File: src/rtl/multiplexing_pkg.sv
`default_nettype none
// +----------------------------------------------------------------------+
// | multiplexing_pkg: shared slot/state types and helpers for the         |
// | time-multiplexed column (input replay buffer and output demux).       |
// | Rev 1.0                                                               |
// +----------------------------------------------------------------------+
package multiplexing_pkg;

   typedef enum logic [0:0] {
      SLOT_A = 1'b0,
      SLOT_B = 1'b1
   } slot_t;

   typedef enum logic [0:0] {
      IDLE = 1'b0,
      RUN  = 1'b1
   } demux_state_t;

   function automatic int half_len(input int g);
      return g / 2;
   endfunction

endpackage
`default_nettype wire

File: src/rtl/spike_time_capture.sv
`default_nettype none
// +----------------------------------------------------------------------+
// | spike_time_capture: latches the first-spike offset of each neuron     |
// | within one half-slot; clear and a new capture may share a cycle.      |
// | Rev 1.0                                                               |
// +----------------------------------------------------------------------+
module spike_time_capture #(
   parameter int Q  = 2,
   parameter int H  = 9,
   parameter int TW = $clog2(H)
) (
   input  logic                 clk,
   input  logic                 rstb,
   input  logic                 enable,
   input  logic                 clear,
   input  logic [TW-1:0]        offset,
   input  logic [Q-1:0]         spikes,
   output logic [Q-1:0]         valid,
   output logic [Q-1:0][TW-1:0] spike_time
);

   logic [Q-1:0]         valid_q, valid_d;
   logic [Q-1:0][TW-1:0] time_q, time_d;

   always_comb begin
      valid_d = clear ? '0 : valid_q;
      time_d  = clear ? '0 : time_q;
      // Spike at the boundary cycle belongs to the new frame, so it lands after the clear.
      if (enable) begin
         for (int q = 0; q < Q; q++) begin
            if (spikes[q] && !valid_d[q]) begin
               valid_d[q] = 1'b1;
               time_d[q]  = offset;
            end
         end
      end
   end

   always_ff @(posedge clk or negedge rstb) begin
      if (!rstb) begin
         valid_q <= '0;
         time_q  <= '0;
      end else begin
         valid_q <= valid_d;
         time_q  <= time_d;
      end
   end

   assign valid      = valid_q;
   assign spike_time = time_q;

endmodule
`default_nettype wire

File: src/rtl/multiplexed_column_demux.sv
`default_nettype none
// +----------------------------------------------------------------------+
// | multiplexed_column_demux: captures per-half-slot first spikes of the  |
// | shared column and replays them per network at full gamma time scale.  |
// | Rev 1.0                                                               |
// +----------------------------------------------------------------------+
module multiplexed_column_demux
   import multiplexing_pkg::*;
#(
   parameter int Q                  = 2,
   parameter int GAMMA_CYCLE_LENGTH = 18
) (
   input  logic         clk,
   input  logic         rstb,
   input  logic         grst,
   input  logic [Q-1:0] col_spikes,
   output logic [Q-1:0] output_spikes1,
   output logic [Q-1:0] output_spikes2,
   output logic         slot,
   output logic         frame_valid
);

   localparam int G  = GAMMA_CYCLE_LENGTH;
   localparam int H  = half_len(G);
   localparam int CW = $clog2(G);
   localparam int TW = $clog2(H);

   demux_state_t state_q, state_d;
   logic [CW-1:0] cnt_q, cnt_d;
   logic          grst_q;
   logic          fv_q, fv_d;
   logic [1:0][Q-1:0]         rep_valid_q;
   logic [1:0][Q-1:0][TW-1:0] rep_time_q;

   logic          w_edge, w_run, w_boundary;
   slot_t         w_slot;
   logic [TW-1:0] w_off;
   logic [1:0][Q-1:0]         w_cap_valid, w_rep_valid, w_hit;
   logic [1:0][Q-1:0][TW-1:0] w_cap_time, w_rep_time;
   logic [CW-1:0] w_thr;

   always_comb begin
      w_edge  = grst & ~grst_q;
      // The first edge cycle already behaves as RUN: it is the empty first boundary.
      w_run   = (state_q == RUN) | w_edge;
      state_d = w_edge ? RUN : state_q;

      if (!w_run || w_edge || cnt_q == CW'(G - 1)) begin
         cnt_d = '0;
      end else begin
         cnt_d = cnt_q + CW'(1);
      end

      w_boundary = w_run && (cnt_d == '0);
      w_slot     = (cnt_d >= CW'(H)) ? SLOT_B : SLOT_A;
      w_off      = (w_slot == SLOT_B) ? TW'(cnt_d - CW'(H)) : TW'(cnt_d);
      fv_d       = fv_q | (w_boundary && state_q == RUN);
   end

   spike_time_capture #(.Q(Q), .H(H), .TW(TW)) u_cap_a (
      .clk        (clk),
      .rstb       (rstb),
      .enable     (w_run && w_slot == SLOT_A),
      .clear      (w_boundary),
      .offset     (w_off),
      .spikes     (col_spikes),
      .valid      (w_cap_valid[0]),
      .spike_time (w_cap_time[0])
   );

   spike_time_capture #(.Q(Q), .H(H), .TW(TW)) u_cap_b (
      .clk        (clk),
      .rstb       (rstb),
      .enable     (w_run && w_slot == SLOT_B),
      .clear      (w_boundary),
      .offset     (w_off),
      .spikes     (col_spikes),
      .valid      (w_cap_valid[1]),
      .spike_time (w_cap_time[1])
   );

   // Replay sees the freshly committed frame already in the boundary cycle itself.
   always_comb begin
      w_rep_valid = w_boundary ? w_cap_valid : rep_valid_q;
      w_rep_time  = w_boundary ? w_cap_time  : rep_time_q;
      w_hit       = '0;
      w_thr       = '0;
      for (int n = 0; n < 2; n++) begin
         for (int q = 0; q < Q; q++) begin
            w_thr       = CW'(w_rep_time[n][q]) << 1;
            w_hit[n][q] = w_run && w_rep_valid[n][q] && (cnt_d >= w_thr);
         end
      end
   end

   always_ff @(posedge clk or negedge rstb) begin
      if (!rstb) begin
         state_q     <= IDLE;
         cnt_q       <= '0;
         grst_q      <= 1'b0;
         fv_q        <= 1'b0;
         rep_valid_q <= '0;
         rep_time_q  <= '0;
      end else begin
         state_q     <= state_d;
         cnt_q       <= cnt_d;
         grst_q      <= grst;
         fv_q        <= fv_d;
         rep_valid_q <= w_rep_valid;
         rep_time_q  <= w_rep_time;
      end
   end

   assign output_spikes1 = w_hit[0];
   assign output_spikes2 = w_hit[1];
   assign slot           = w_slot;
   assign frame_valid    = fv_d;

endmodule
`default_nettype wire

File: config.mk
export PLATFORM = sky130hd
export DESIGN_NAME = multiplexed_column_demux
export DESIGN_NICKNAME = d
export VERILOG_FILES = /design/src/rtl/multiplexing_pkg.sv /design/src/rtl/spike_time_capture.sv /design/src/rtl/multiplexed_column_demux.sv
export SDC_FILE = /design/constraint.sdc
export NUM_CORES = 1
export LEC_CHECK = 0
export CORE_AREA = 2 2 88 64
export DETAILED_ROUTE_END_ITERATION = 6
export DIE_AREA = 0 0 90 66
export PLACE_DENSITY = 0.7
export SYNTH_ARGS = -nofsm -noshare
export SYNTH_HDL_FRONTEND = slang
export SYNTH_SLANG_ARGS = --single-unit
File: constraint.sdc
create_clock -name clk -period 5.7 [get_ports clk]
set_clock_uncertainty 0.2 [all_clocks]
set_input_delay 1.14 -clock clk [delete_from_list [all_inputs] [get_ports clk]]
set_output_delay 1.14 -clock clk [all_outputs]
set_load 0.05 [all_outputs]
After elaboration in Yosys (flattened, before gate mapping)

Index checks and enable logic that the tools add are counted.

$add $sub $neg: 2
Order comparisons: 5
Equal/unequal tests: 1
Muxes and demuxes: 21
Bitwise gates (word level): 5
Reductions and logical operators: 24

Operator list:

| kind                  | number |
|---|---|
| $mux W8               | 4 |
| $mux W4               | 6 |
| $ge A5 B5 Y1          | 4 |
| $logic_and A1 B1 Y1   | 16 |
| $mux W16              | 1 |
| $mux W2               | 4 |
| $add A5 B1 Y5 const B | 1 |
| $eq A5 B5 Y1 const B  | 1 |
| $ge A5 B4 Y1 const B  | 1 |
| $logic_not A1 Y1      | 5 |
| $logic_not A5 Y1      | 1 |
| $mux W1               | 5 |
| $mux W5               | 1 |
| $sub A4 B4 Y4 const B | 1 |
| $logic_or A1 B1 Y1    | 2 |
| $not A1 Y1            | 2 |
| $or A1 B1 Y1          | 2 |
| $and A1 B1 Y1         | 1 |

Flip-flop bits (word level): 48
Input bits: 5
Output and inout bits: 6
Word-level logic and storage cells: 74

Logic depth before layout (Yosys ltp)

Gate-level depths: netlist of the first run.

Word-level depth: 14
Gate-level depth with buffers: 16

Hierarchy

A second synthesis of the first run with hierarchy kept.

Cell total of the unflattened synthesis: 256
Area total of the unflattened synthesis: 2867.8 um^2

Modules (own cells, without submodules):

| module                   | times used | cells each | area an instance (um^2) | sequential area each (um^2) |
|---|---|---|---|---|
| multiplexed_column_demux | 1          | 180        | 1989.4                  | 700.7 |
| spike_time_capture       | 2          | 38         | 439.2                   | 250.2 |

Worst setup path before layout of the first run

Ideal clock, no wire load.

Kind: input -> output
Start point: in grst
End point: out output_spikes2[1]
Data arrival time: 4191 ps
Data required time: 4360 ps
Path slack: 169 ps
Cell stages on the path: 14
Cell sequence: nor2b_1 -> or3_1 -> buf_6 -> or2_2 -> ha_1 -> o311ai_4 -> buf_6 -> buf_6 -> mux2i_1 -> ha_1 -> nor2b_1 -> a311o_1 -> a31o_1 -> and3_1

Longest elaborated chain between the ends: 11
Elaborated cells on any way between the ends: 13
Those cells by class: 1 x order compare; 3 x mux; 2 x bitwise; 7 x reduce/logical

RTL lines:

| element                                             | RTL line                                                       | source |
|---|---|---|
| start: declaration                                  | multiplexed_column_demux.sv:15                                 | `input logic grst,` |
| $and A1 B1 Y1 *                                     | multiplexed_column_demux.sv:43                                 | `w_edge = grst & ~grst_q;` |
| $or A1 B1 Y1                                        | multiplexed_column_demux.sv:45                                 | `w_run = (state_q == RUN) \| w_edge;` |
| $logic_not A1 Y1                                    | multiplexed_column_demux.sv:48                                 | `if (!w_run \|\| w_edge \|\| cnt_q == CW'(G - 1)) begin` |
| $logic_or A1 B1 Y1 (2 in a row)                     | multiplexed_column_demux.sv:48                                 |  |
| $mux W5                                             | multiplexed_column_demux.sv:48                                 |  |
| $logic_not A5 Y1                                    | multiplexed_column_demux.sv:54                                 | `w_boundary = w_run && (cnt_d == '0);` |
| $logic_and A1 B1 Y1                                 | multiplexed_column_demux.sv:54                                 |  |
| $mux W16 or $mux W4 (tied branches)                 | multiplexed_column_demux.sv:85, multiplexed_column_demux.sv:84 |  |
| $ge A5 B5 Y1 or $logic_and A1 B1 Y1 (tied branches) | multiplexed_column_demux.sv:91                                 | `w_hit[n][q] = w_run && w_rep_valid[n][q] && (cnt_d >= w_thr);` |
| $logic_and A1 B1 Y1 *                               | multiplexed_column_demux.sv:91                                 |  |
| end: declaration                                    | multiplexed_column_demux.sv:18                                 | `output logic [Q-1:0] output_spikes2,` |

Every way passes the cells marked *; elsewhere a longest branch is shown, timed or not.

==> impl_metrics.yaml, run 1 <==
run_status:
  status: "complete, no violations"
finish:
  final_core_util: 0.579
  fillers: 430
  drive_gt1_frac: 0.227
  diodes: 0
  design_area_mm2: 0.00296
  final_common_cell: "dfrtp_1"
  syn2layout_area_growth_pct: 19.9
  final_cell_mix: "dfrtp_1, ha_1, inv_1, buf_4"
  nNetsFinal: 251
  multi_input_area_mm2: 0.00122
  regArea_mm2: 0.00120
route:
  drt_wl_total_um: 5100
  drt_first_pass_iters: 4
  wl_per_cell_um: 17.2
  drt-initial-drc-count: 66
  drcViolationCount: 0
  antenna_left: 0
  via_per_inst: 5.44
  vias: 1615
floorplan:
  ios: 11
  num_rows: 22
  core_area_mm2: 0.00512
  die_area_mm2: 0.00594
  die_w_um: 90
  initial_core_util: 0.483
  die_h_um: 66
clock_network:
  cts.sinks: 48
  path_clk_slew_ns: 0.09
  insertion_delay_ns: 0.30
  cts_root_buffer: "clkbuf_8"
  max-clock-path-buffers: 2
  cts_inserted_buffers: 5
  hold_buffers: 0
  h-tree-depth: 2
  cts_tree: "done"
logic_synthesis:
  syn_nets: 225
  ys_types: 41
  synth_area_mm2: 0.00247
  synth_top_area_cell: "dfrtp_1"
  syn_area_per_cell_um2: 12.4
  synth_area_leaders: "dfrtp_1, ha_1, mux2i_1, a22o_1, mux2_2"
  ys_ff_latch: 48
  seq_area_frac_synth: 0.486
  netlist_instances: 199
  synth_warnings: 0
  synth_top_area_frac: 0.486
grt:
  track_usage: 0.191
  antenna_found_initial: 0
  grt_pass1_wl_um: 8530
  grt_max_degree: 49
  first_global_vias: 1623
  grt-ovfl-total: 0
timing:
  max_freq_mhz: 179
  post-route-period-util: 0.979
  setup_viol: 0
  slew_headroom: 0.502
  worstMarginPinSlew_ns: 0.741
  fin_tns_setup_ns: 0
  hold_violations: 0
  rsz0062_at_grt: "no"
  period_minus_slack_ns: 5.58
  slew_violations: 0
placement:
  gp_congestion: 0.824
  place_area_mm2: 0.00272
  numPortBuffers: 10
  place_hpwl_um: 3540
worst_setup_path:
  cp.required_ns: 4.36
  slowest_stage: "clkdlybuf4s50_1"
  cpMostUsedCell: "buf_4"
  cp_max_fo: 6
  cpPeakStageDelay_ns: 0.41
  path_class: "in -> out"
  path_cells: "clkdlybuf4s50_1 -> nor2b_1 -> or3_1 -> buf_4 -> o311ai_4 -> clkbuf_16 -> mux2_2 -> ha_1 -> a311o_1 -> a31o_1 -> and3_1 -> buf_4"
  critPathCaptureType: "output pin"
  reg2regPathDepth: 12
  cp-start-kind: "primary input"
  arrival_ns: 4.24
power:
  irDropWorstVdd_mv: 0.162
  leakage_nw: 1.49
  p_per_area_mw_per_mm2: 601
run:
  maxCapViolations: 0
min_path:
  holdCritPathClass: "reg -> reg"
  whs_path_depth: 1
[layout make-up]
type | count | share of cell area
Clock buffer | 5 | 0.0232
Sequential cell | 48 | 0.405
Multi-Input combinational cell | 128 | 0.412
Clock inverter | 2 | 0.0203
Tap cell | 72 | 0.0304
Timing Repair Buffer | 26 | 0.0886
Inverter | 16 | 0.0203
[timing repair]
action	4_1_cts	5_1_grt
setup buffers	2	1
cloned	0	1
resized for setup	1	11
pin swaps	0	1
endpoints found under the hold margin	0	0
endpoints found under the setup margin	1	4
[cells in the mapped netlist, drive strengths merged]
library cell   n
o311a          1
nand3          2
nand2          8
clkbuf         1
or3            2
o2bb2ai        6
nor2           2
or2            2
o211ai         1
buf            6
o22ai          1
a31o           4
xnor2          4
mux2           8
nand4          1
nor4           2
a211oi         2
o21ai          2
o31a           2
a21oi          4
dfrtp         48
ha            21
and3b          1
xor2           2
inv           16
a211o          1
o311ai         1
a2111o         1
a21o           5
a22o          10
nor2b          7
a311o          4
or4            1
mux2i         13
and4bb         1
a32o           2
and3           4
[per-layer routing]
layer / track usage / part of all wire / vias to the layer above
li1: - / - / 786
met1: 0.270 / 0.52 / 799
met2: 0.287 / 0.43 / 23
met3: 0.0593 / 0.040 / 7
met4: 0.0519 / 0.010 / 0
met5: 0 / 0 / -
[cell families after synthesis]
| kind of cell | Yosys count | synth area share |
|---|---|---|
| simple gates | 33 | 0.0765 |
| fa+ha+maj | 21 | 0.106 |
| xor+xnor | 6 | 0.0213 |
| flops | 48 | 0.486 |
| compound gates | 47 | 0.173 |
| mux | 21 | 0.0906 |
| buf+inv | 23 | 0.0466 |
[power by group]
group | total [mW] | switching (mW) | internal [mW]
combinational | 0.991 | 0.522 | 0.469
sequential | 0.505 | 0.0647 | 0.440
clock | 0.284 | 0.112 | 0.173
[final timing paths]
path                                               start                               to  slack [ns]
worst max register to register        cnt_q[0]$_DFF_PN0_  u_cap_a.spike_time[1]$_DFF_PN0_        1.93
max in group asynchronous                           rstb               cnt_q[4]$_DFF_PN0_        4.18
worst min-delay path            rep_valid_q[0]$_DFF_PN0_         rep_valid_q[0]$_DFF_PN0_        0.30
min in group asynchronous                           rstb  u_cap_a.spike_time[5]$_DFF_PN0_        0.72
worst max-delay path                                grst                output_spikes1[1]        0.12
worst min register to register  rep_valid_q[0]$_DFF_PN0_         rep_valid_q[0]$_DFF_PN0_        0.30
[flip-flops by register name, indices dropped and copies added, names as in the netlist]
name / cells
cnt_q: 5
fv_q: 1
grst_q: 1
rep_time_q: 16
rep_valid_q: 4
state_q: 1
u_cap_a.spike_time: 8
u_cap_a.valid: 2
u_cap_b.spike_time: 8
u_cap_b.valid: 2
[worst max-delay path: cells and delay by family]
kind | cells | cell delay [ns]
adder cells (fa/ha/maj) | 1 | 0.28
multiplexers | 1 | 0.34
AO/OA/AOI/OAI | 3 | 0.85
buffers and inverters | 4 | 0.99
AND/OR/NAND/NOR | 3 | 0.64
[through the flow]
step | power, mW | setup slack, ns | cells | hold WS (ns)
after global routing | 1.91 | 0.00899 | 297 | 0.312
after CTS | 1.71 | 0.0263 | 295 | 0.298
after global placement | 1.38 | 0.0533 | 286 | 0.273
final | 1.78 | 0.120 | 297 | 0.297
after detailed placement | 1.41 | -0.0124 | 286 | 0.275
after floorplan | 1.15 | 0.169 | 199 | 0.252
(Power assumes the default switching activity.)
==> run 2: changes to the inputs <==
--- a/config.mk
+++ b/config.mk
@@ -8,7 +8,9 @@
 export CORE_AREA = 2 2 88 64
 export DETAILED_ROUTE_END_ITERATION = 6
 export DIE_AREA = 0 0 90 66
+export HOLD_SLACK_MARGIN = 0.05
 export PLACE_DENSITY = 0.7
 export SYNTH_ARGS = -nofsm -noshare
 export SYNTH_HDL_FRONTEND = slang
 export SYNTH_SLANG_ARGS = --single-unit
+export TNS_END_PERCENT = 100
==> results of run 2 <==
The final DEF is identical to that of run 1; final timing and power are the same.
==> run 3: changes to the inputs <==
--- a/config.mk
+++ b/config.mk
@@ -6,6 +6,7 @@
 export NUM_CORES = 1
 export LEC_CHECK = 0
 export CORE_AREA = 2 2 88 64
+export CTS_CLUSTER_SIZE = 40
 export DETAILED_ROUTE_END_ITERATION = 6
 export DIE_AREA = 0 0 90 66
 export HOLD_SLACK_MARGIN = 0.05
==> results of run 3 <==
The final DEF is identical to that of run 1; final timing and power are the same.
